[src/rtl/spi_pkg.sv]
// Shared types and constants for the SPI register bridge.
package spi_pkg;

  localparam int unsigned BYTE_W     = 8;
  localparam int unsigned CMD_ADDR_W = 7;
  localparam int unsigned CMD_RD_BIT = 7;

  localparam logic [BYTE_W-1:0] STATUS_BYTE_DEFAULT = 8'hA5;

  typedef enum logic [2:0] {
    ST_IDLE,
    ST_CMD_WR,
    ST_RD_REQ,
    ST_RD_WAIT,
    ST_RD_SEND
  } bridge_state_e;

  // Command byte layout: rw in the top bit (1 = read), register address below.
  typedef struct packed {
    logic                  rw;
    logic [CMD_ADDR_W-1:0] addr;
  } cmd_t;

endpackage

[src/rtl/spi_gap_timer.sv]
// Saturating cycle counter with clear/enable; flags when LIMIT counts have elapsed.
module spi_gap_timer #(
  parameter int unsigned LIMIT = 1024
) (
  input  logic i_Clk,
  input  logic i_Rst_n,
  input  logic i_Clk_en,
  input  logic i_clr,
  input  logic i_en,
  output logic o_expired_c
);

  localparam int unsigned      CNT_W   = $clog2(LIMIT + 1);
  localparam logic [CNT_W-1:0] LIMIT_V = CNT_W'(LIMIT);

  logic [CNT_W-1:0] cnt;

  // Clear wins over counting; the count parks at LIMIT until cleared.
  always_ff @(posedge i_Clk or negedge i_Rst_n) begin
    if (!i_Rst_n) begin
      cnt <= '0;
    end else if (i_Clk_en) begin
      if (i_clr)                        cnt <= '0;
      else if (i_en && cnt != LIMIT_V)  cnt <= cnt + CNT_W'(1);
    end
  end

  assign o_expired_c = (cnt == LIMIT_V);

endmodule

[src/rtl/spi_reg_bridge.sv]
// Decodes spiSlave bytes into local register reads/writes and returns read data
// as the next TX byte. One byte per SS frame; a transaction closes on a frame gap.
module spi_reg_bridge
  import spi_pkg::*;
#(
  parameter int unsigned ADDR_W      = 7,
  parameter int unsigned GAP_CYC     = 1024,
  parameter logic [7:0]  STATUS_BYTE = STATUS_BYTE_DEFAULT,
  parameter int unsigned RD_LAT_MAX  = 15
) (
  input  logic              i_Clk,
  input  logic              i_Rst_n,
  input  logic              i_Clk_en,
  input  logic [7:0]        i_rx_byte,
  input  logic              i_byte_ready,
  input  logic              i_spi_busy,
  output logic [7:0]        o_tx_byte,
  output logic              o_tx_ready,
  output logic [ADDR_W-1:0] o_reg_addr,
  output logic [7:0]        o_reg_wdata,
  output logic              o_reg_wr_en,
  output logic              o_reg_rd_en,
  input  logic [7:0]        i_reg_rdata,
  input  logic              i_reg_rvalid,
  output logic              o_err
);

  bridge_state_e     state, state_nxt;
  cmd_t              cmd_c;
  logic              busy_q;
  logic              tx_pend;
  logic [7:0]        tx_pend_byte;
  logic              gap_exp_c, lat_exp_c, gap_to_c, busy_rise_c;
  logic [ADDR_W-1:0] addr_nxt;
  logic [7:0]        wdata_nxt;
  logic              wr_en_nxt, rd_en_nxt, err_set_c;
  logic              tx_load_c, tx_drop_c;
  logic [7:0]        tx_load_byte_c;

  assign cmd_c       = cmd_t'(i_rx_byte);
  assign gap_to_c    = gap_exp_c && !i_byte_ready && (state != ST_IDLE);
  assign busy_rise_c = i_spi_busy && !busy_q;

  spi_gap_timer #(.LIMIT(GAP_CYC)) u_gap_timer (
    .i_Clk       (i_Clk),
    .i_Rst_n     (i_Rst_n),
    .i_Clk_en    (i_Clk_en),
    .i_clr       (i_byte_ready),
    .i_en        (!i_spi_busy),
    .o_expired_c (gap_exp_c)
  );

  spi_gap_timer #(.LIMIT(RD_LAT_MAX)) u_lat_timer (
    .i_Clk       (i_Clk),
    .i_Rst_n     (i_Rst_n),
    .i_Clk_en    (i_Clk_en),
    .i_clr       (state != ST_RD_WAIT),
    .i_en        (state == ST_RD_WAIT),
    .o_expired_c (lat_exp_c)
  );

  always_ff @(posedge i_Clk or negedge i_Rst_n) begin
    if (!i_Rst_n)      state <= ST_IDLE;
    else if (i_Clk_en) state <= state_nxt;
  end

  always_comb begin
    state_nxt = state;
    unique case (state)
      ST_IDLE:    if (i_byte_ready) state_nxt = cmd_c.rw ? ST_RD_REQ : ST_CMD_WR;
      ST_CMD_WR:  if (gap_to_c) state_nxt = ST_IDLE;
      ST_RD_REQ:  state_nxt = gap_to_c ? ST_IDLE : ST_RD_WAIT;
      ST_RD_WAIT: begin
        if (gap_to_c)                       state_nxt = ST_IDLE;
        else if (i_reg_rvalid || lat_exp_c) state_nxt = ST_RD_SEND;
      end
      ST_RD_SEND: begin
        if (i_byte_ready)  state_nxt = ST_RD_REQ;
        else if (gap_to_c) state_nxt = ST_IDLE;
      end
      default:    state_nxt = ST_IDLE;
    endcase
  end

  // Next values for the registered outputs and TX-byte update requests.
  always_comb begin
    addr_nxt       = o_reg_addr;
    wdata_nxt      = o_reg_wdata;
    wr_en_nxt      = 1'b0;
    rd_en_nxt      = 1'b0;
    err_set_c      = 1'b0;
    tx_load_c      = 1'b0;
    tx_load_byte_c = o_tx_byte;
    tx_drop_c      = 1'b0;

    if (o_reg_wr_en) addr_nxt = o_reg_addr + ADDR_W'(1);

    unique case (state)
      ST_IDLE:   if (i_byte_ready) addr_nxt = cmd_c.addr[ADDR_W-1:0];
      ST_CMD_WR: begin
        if (i_byte_ready) begin
          wdata_nxt = i_rx_byte;
          wr_en_nxt = 1'b1;
        end
      end
      ST_RD_REQ: begin
        if (i_byte_ready) err_set_c = 1'b1;
        if (!gap_to_c) begin
          rd_en_nxt = 1'b1;
          tx_drop_c = 1'b1;
        end
      end
      ST_RD_WAIT: begin
        if (i_byte_ready) err_set_c = 1'b1;
        if (!gap_to_c) begin
          if (i_reg_rvalid) begin
            tx_load_c      = 1'b1;
            tx_load_byte_c = i_reg_rdata;
          end else if (lat_exp_c) begin
            err_set_c      = 1'b1;
            tx_load_c      = 1'b1;
            tx_load_byte_c = 8'hFF;
          end
        end
      end
      ST_RD_SEND: if (i_byte_ready) addr_nxt = o_reg_addr + ADDR_W'(1);
      default: ;
    endcase

    if (gap_to_c) begin
      tx_load_c      = 1'b1;
      tx_load_byte_c = STATUS_BYTE;
    end

    // The master clocked out a byte we had not refreshed yet.
    if (busy_rise_c && (state == ST_RD_REQ || state == ST_RD_WAIT)) err_set_c = 1'b1;
  end

  // Register datapath; TX updates due mid-frame wait in tx_pend until busy drops.
  always_ff @(posedge i_Clk or negedge i_Rst_n) begin
    if (!i_Rst_n) begin
      busy_q       <= 1'b0;
      o_reg_addr   <= '0;
      o_reg_wdata  <= '0;
      o_reg_wr_en  <= 1'b0;
      o_reg_rd_en  <= 1'b0;
      o_err        <= 1'b0;
      o_tx_byte    <= STATUS_BYTE;
      o_tx_ready   <= 1'b1;
      tx_pend      <= 1'b0;
      tx_pend_byte <= '0;
    end else if (i_Clk_en) begin
      busy_q      <= i_spi_busy;
      o_reg_addr  <= addr_nxt;
      o_reg_wdata <= wdata_nxt;
      o_reg_wr_en <= wr_en_nxt;
      o_reg_rd_en <= rd_en_nxt;
      if (err_set_c) o_err <= 1'b1;
      if (tx_drop_c) begin
        o_tx_ready <= 1'b0;
        tx_pend    <= 1'b0;
      end else if (tx_load_c) begin
        if (i_spi_busy) begin
          tx_pend      <= 1'b1;
          tx_pend_byte <= tx_load_byte_c;
        end else begin
          o_tx_byte  <= tx_load_byte_c;
          o_tx_ready <= 1'b1;
          tx_pend    <= 1'b0;
        end
      end else if (tx_pend && !i_spi_busy) begin
        o_tx_byte  <= tx_pend_byte;
        o_tx_ready <= 1'b1;
        tx_pend    <= 1'b0;
      end
    end
  end

endmodule

[config.mk]
export PLATFORM = sky130hd
export DESIGN_NAME = spi_reg_bridge
export DESIGN_NICKNAME = d
export VERILOG_FILES = /design/src/rtl/spi_pkg.sv /design/src/rtl/spi_gap_timer.sv /design/src/rtl/spi_reg_bridge.sv
export SDC_FILE = /design/constraint.sdc
export NUM_CORES = 1
export LEC_CHECK = 0
export ABC_CLOCK_PERIOD_IN_PS = 2400
export BUFFER_PORTS_ARGS = -buffer_cell sky130_fd_sc_hd__buf_2
export CAP_MARGIN = 20
export CORE_MARGIN = 2
export CORE_UTILIZATION = 35
export CTS_BUF_LIST = sky130_fd_sc_hd__clkbuf_4 sky130_fd_sc_hd__clkbuf_8
export DETAILED_ROUTE_END_ITERATION = 12
export SYNTH_ARGS = -nofsm -noshare
export SYNTH_HDL_FRONTEND = slang
export SYNTH_SLANG_ARGS = --single-unit
[constraint.sdc]
create_clock -name i_Clk -period 2.4 [get_ports i_Clk]
set_input_delay 0.48 -clock i_Clk [delete_from_list [all_inputs] [get_ports i_Clk]]
set_output_delay 0.48 -clock i_Clk [all_outputs]
set_load 0.005 [all_outputs]
After elaboration in Yosys (flattened, before gate mapping)
Index checks and enable logic that the tools add are counted.
Widths: inputs -> output; s select.
Storage, ports and cells
  bits in registers: 55
  logic and storage cells: 101
  output and inout bits: 27
Cells by class
  multiplexer cells: 44
  eq/ne operators: 13
  add/sub/neg operators: 3
  bitwise logic cells: 1
  reductions and logical operators: 27
Operators with widths (count)
  $mux 8: 7
  $mux 11: 2
  $mux 7: 3
  $mux 1: 20
  $mux 3: 5
  $pmux 3 s5: 1
  $pmux 7 s2: 1
  $add 11x1->11 const B: 1
  $eq 11x11->1 const B: 1
  $ne 11x11->1 const B: 1
  $reduce_and 3->1: 3
  $mux 4: 2
  $reduce_and 2->1: 4
  $reduce_and 4->1: 2
  $add 7x1->7 const B: 1
  $logic_and 1x1->1: 7
  $eq 3x2->1 const B: 2
  $ne 3x3->1 const B: 2
  $reduce_bool 2->1: 3
  $reduce_bool 3->1: 2
  $add 4x1->4 const B: 1
  $eq 4x4->1 const B: 1
  $mux 2: 2
  $ne 2x2->1 const B: 2
  9 further kinds: 12

Logic depth before layout (Yosys ltp)
  depth after elaboration: 7
  depth in mapped cells: 8
  depth with buffers taken out: 6

Modules after synthesis
Synthesis repeated with hierarchy kept, for this count alone.
Unflattened totals
  cell total of the unflattened synthesis: 349
  area total of the unflattened synthesis: 3405.8 um^2
Modules (own cells, without submodules)
  spi_reg_bridge: times used 1, area an instance 2386.0 um^2, cells each 241
  spi_gap_timer at u_gap_timer: times used 1, area an instance 769.5 um^2, cells each 82
  spi_gap_timer at u_lat_timer: times used 1, area an instance 250.2 um^2, cells each 26

Worst setup path after synthesis
OpenSTA, ideal clock, no wires.
  path type: flip-flop to flip-flop
  from: register u_gap_timer.cnt[3]
  to: register tx_pend_byte[1]
  library setup time: 0.122 ns
  arrival: 1.747 ns
  period minus slack after synthesis: 1.869 ns
  setup slack: 0.531 ns
  stages on the path, launching flop included: 7
  required time: 2.278 ns
  cell sequence: dfrtp_1 -> nor4_4 -> nand4b_4 -> or3_1 -> buf_6 -> a21o_1 -> o2bb2ai_1
Between the ends
  longest elaborated chain between the ends: 7
  elaborated cells between the ends (all ways): 9
  those cells by class: 1 x eq/ne; 4 x mux; 1 x bitwise; 3 x reduce/logical
RTL lines
  from (decl): line spi_gap_timer.sv:16  | logic [CNT_W-1:0] cnt;
  from (signal assigned): line spi_gap_timer.sv:24  | else if (i_en && cnt != LIMIT_V) cnt <= cnt + CNT_W'(1);
  $eq 11x11->1 (*): line spi_gap_timer.sv:28  | assign o_expired_c = (cnt == LIMIT_V);
  $logic_and 1x1->1 (*) (2 in a row): line spi_reg_bridge.sv:41  | assign gap_to_c = gap_exp_c && !i_byte_ready && (state != ST_IDLE);
  $mux 1: line spi_reg_bridge.sv:108  | if (!gap_to_c) begin
  $mux 1: line spi_reg_bridge.sv:98  | unique case (state)
  $not 1->1 (no line)
  $reduce_and 4->1 (no line)
  to (signal assigned): line spi_reg_bridge.sv:165  | tx_pend_byte <= tx_load_byte_c;
  to (decl): line spi_reg_bridge.sv:32  | logic [7:0] tx_pend_byte;
Every way passes the cells marked *; elsewhere a longest branch is shown, timed or not.
A chain may end at the register's enable or synchronous reset.

Worst setup path after layout
Same ends and word-level chain as after synthesis.

==> results.toml <==
[cells_and_area]
design_area_um2 = 3460
drive_gt1_frac = 0.231
antennaDiodeCount = 0
area_delta_synth_final_pct = 17.0
nets = 375
multiInputGateArea_um2 = 1450
stdcell_count = 455
regArea_um2 = 1380
fillers = 837

[pwr]
switching_share = 0.345
p_int_mw = 2.28
vdd_ir_drop_max_uv = 550
p_sw_mw = 1.20
clkPwrFrac = 0.212
p_seq_frac = 0.450
pwr_density_cell_nw_per_um2 = 1000
p_leak_nw = 1.50
combPwrFrac = 0.338

[timing]
finalSetupViolCount = 0
hold_viol = 0
slew_headroom = 0.609
rsz0062_at_grt = "no"
whs_ps = 152
drv_slew = 0
tightest_slew_ps = 587
setup-tns-final_ps = 0
finClkSkew_ps = 12.0
layout_min_cycle_time_ps = 2120
max_freq_mhz = 473
fin_crit_sh = 0.881
fin_ws_ps = 285

[setup_path]
cp.arrival_ps = 2320
critical_path_class = "reg -> reg"
required_ps = 2610
cp-start-kind = "flop"
rrSetupSlack_ps = 280
worstPathMaxFanout = 9
endpoint_kind = "flop"

[route]
via_per_inst = 5.49
vias = 2500
drt-total-wl_mm = 6.80
post_drt_wl_per_cell_um = 14.9
drc = 0
drt_iter0_markers = 140
ant_nets = 0
dr.pass1.iters = 4

[synthesis]
synth-compound-area-share = 0.201
synth_area_leaders = "dfrtp_1, dfstp_2, nand2_1, nor2_1, a21oi_1"
synth_cell_types = 60
synth_top_family_by_area = "compound AO/OA/AOI/OAI gates"
synth_fp_nets = 328
synth_top_area_cell = "dfrtp_1"
synth_warnings = 0
synth_seq_cells = 55
synth_fa_ha_area_frac = 0.0169
async_flop_share = 1.00
ys.flop_type = "dfrtp_1"
mappedNetlistArea_um2 = 2960
yosys.area_share.simple = 0.201
synth_edf_count = 0
ys_seq_area_frac = 0.467
synth_top_area_frac = 0.423
syn_inst = 302
synth-xor-area-share = 0.0296
syn_area_per_cell_um2 = 9.80
yosysMostFrequentCell = "dfrtp_1"
synthMuxAreaShare = 0.0406
synth_common_cells = "dfrtp_1, nand2_1, nor2_1, a21oi_1, clkbuf_1"

[placement]
dp_slack_ps = 298
placed_cells = 447
place_area_um2 = 3330
dp_hpwl_mm = 4.90
place.gp.congestion = 0.835
portBuffers = 48

[global_routing]
grt_first_pass_wirelength_mm = 11.3
overflow = 0
grt_pass1_vias = 2400
grt_usage = 0.156
grt_max_degree = 33
antenna_found_initial = 0

[clock_network]
clockBufferDepth = 2
clk_latency_ps = 320
cts_tree = "built"
cts_setup_buffers = 0
cts-htree-levels = 2
numCtsBuffers = 5
hold_buffers = 0
clock_sinks = 55
clk_pin_slew_ps = 100
cts_root_buf = "clkbuf_8"
cts_resized = 0

[run_status]
status = "finished, final reports clean"

[worst_hold_path]
min-delay-path-class = "in -> async"

[floorplanning]
coreArea_um2 = 8220
placementRows = 33
die_h_um = 96.0
dieWidth_um = 96.0
num_io_pins = 49
initial_utilization = 0.360
die_area_um2 = 9210

[flow_run]
cap_violations = 0
==> worst max-delay path: stages, from the launching register on <==
cell and delay [ps]:
dfrtp_1 470, nor4_4 340, nand4b_4 170, or3_1 570, a21o_1 300, o2bb2ai_1 150
==> cells by family (layout without fill, tap and decap cells) <==
logic type,count (synthesis),count (layout)
AO/OA/AOI/OAI,85,85
XOR/XNOR,10,10
adder cells (fa/ha/maj),4,4
buffers and inverters,29,77
flip-flops,55,55
multiplexers,11,11
AND/OR/NAND/NOR,108,108
==> cells in the final DEF, fill, tap and decap left out, drive strengths merged, types with 3 or more instances in the layout <==
cell type / netlist / routed
a21o: 4 / 4
a21oi: 17 / 17
a2bb2oi: 4 / 4
and2: 3 / 3
and3: 3 / 3
buf: 5 / 57
clkbuf: 12 / 5
dfrtp: 50 / 50
dfstp: 5 / 5
ha: 4 / 4
inv: 12 / 12
mux2: 8 / 8
mux2i: 3 / 3
nand2: 30 / 30
nand3: 10 / 10
nand4: 4 / 4
nor2: 25 / 25
nor3: 11 / 11
o2111ai: 3 / 3
o21ai: 17 / 17
o22a: 3 / 3
o22ai: 11 / 11
o2bb2ai: 9 / 9
o31ai: 3 / 3
or3: 6 / 6
xnor2: 6 / 6
xor2: 4 / 4
==> final timing paths <==
| kind | cells after the start | startpoint | end |
|---|---|---|---|
| max | 5 | u_gap_timer.cnt[3] | tx_pend_byte[1] |
| min in group i_Clk | 2 | i_reg_rdata[5] | tx_pend_byte[5] |
| max reg2reg | 5 | u_gap_timer.cnt[3] | tx_pend_byte[1] |
| min reg2reg | 1 | o_err | o_err |
| min | 1 | i_Rst_n | u_gap_timer.cnt[5] |
| max in group asynchronous | 2 | i_Rst_n | o_tx_ready |
==> flip-flops by register name, summed over array words and instances, names as in the netlist <==
name	count
busy_q	1
o_err	1
o_reg_addr	7
o_reg_rd_en	1
o_reg_wdata	8
o_reg_wr_en	1
o_tx_byte	8
o_tx_ready	1
state	3
tx_pend	1
tx_pend_byte	8
u_gap_timer.cnt	11
u_lat_timer.cnt	4
==> stage by stage <==
step            util  total power, mW
2_1_floorplan      -             2.29
3_3_place_gp   0.405             2.73
3_5_place_dp   0.405             2.76
4_1_cts        0.422             3.51
5_1_grt        0.422             3.73
6_report       0.422             3.48
==> power groups by stage <==
stage,clock network [mW],logic [mW],registers (mW)
after floorplan,0,0.792,1.50
after global placement,0,1.16,1.57
after detailed placement,0,1.18,1.58
after CTS,0.761,1.19,1.56
after global routing,0.790,1.33,1.61
final,0.737,1.18,1.56
==> cell type report <==
cell class | instances | share of cell area
clock buffers | 5 | 0.0199
flip-flops and latches | 55 | 0.399
clock inverters | 3 | 0.0195
inverters | 12 | 0.0130
multi-input cells | 218 | 0.418
repair buffers | 57 | 0.0925
well taps | 105 | 0.0379
==> layer usage <==
metal  global-route usage  vias up  wire length [µm]
met4               0.0452        0                58
li1                     -     1194                 -
met5                    0        -                 0
met1                0.213     1223              3260
met2                0.251       78              3070
met3               0.0305        5               404
Power figures use the tool's default switching activity.
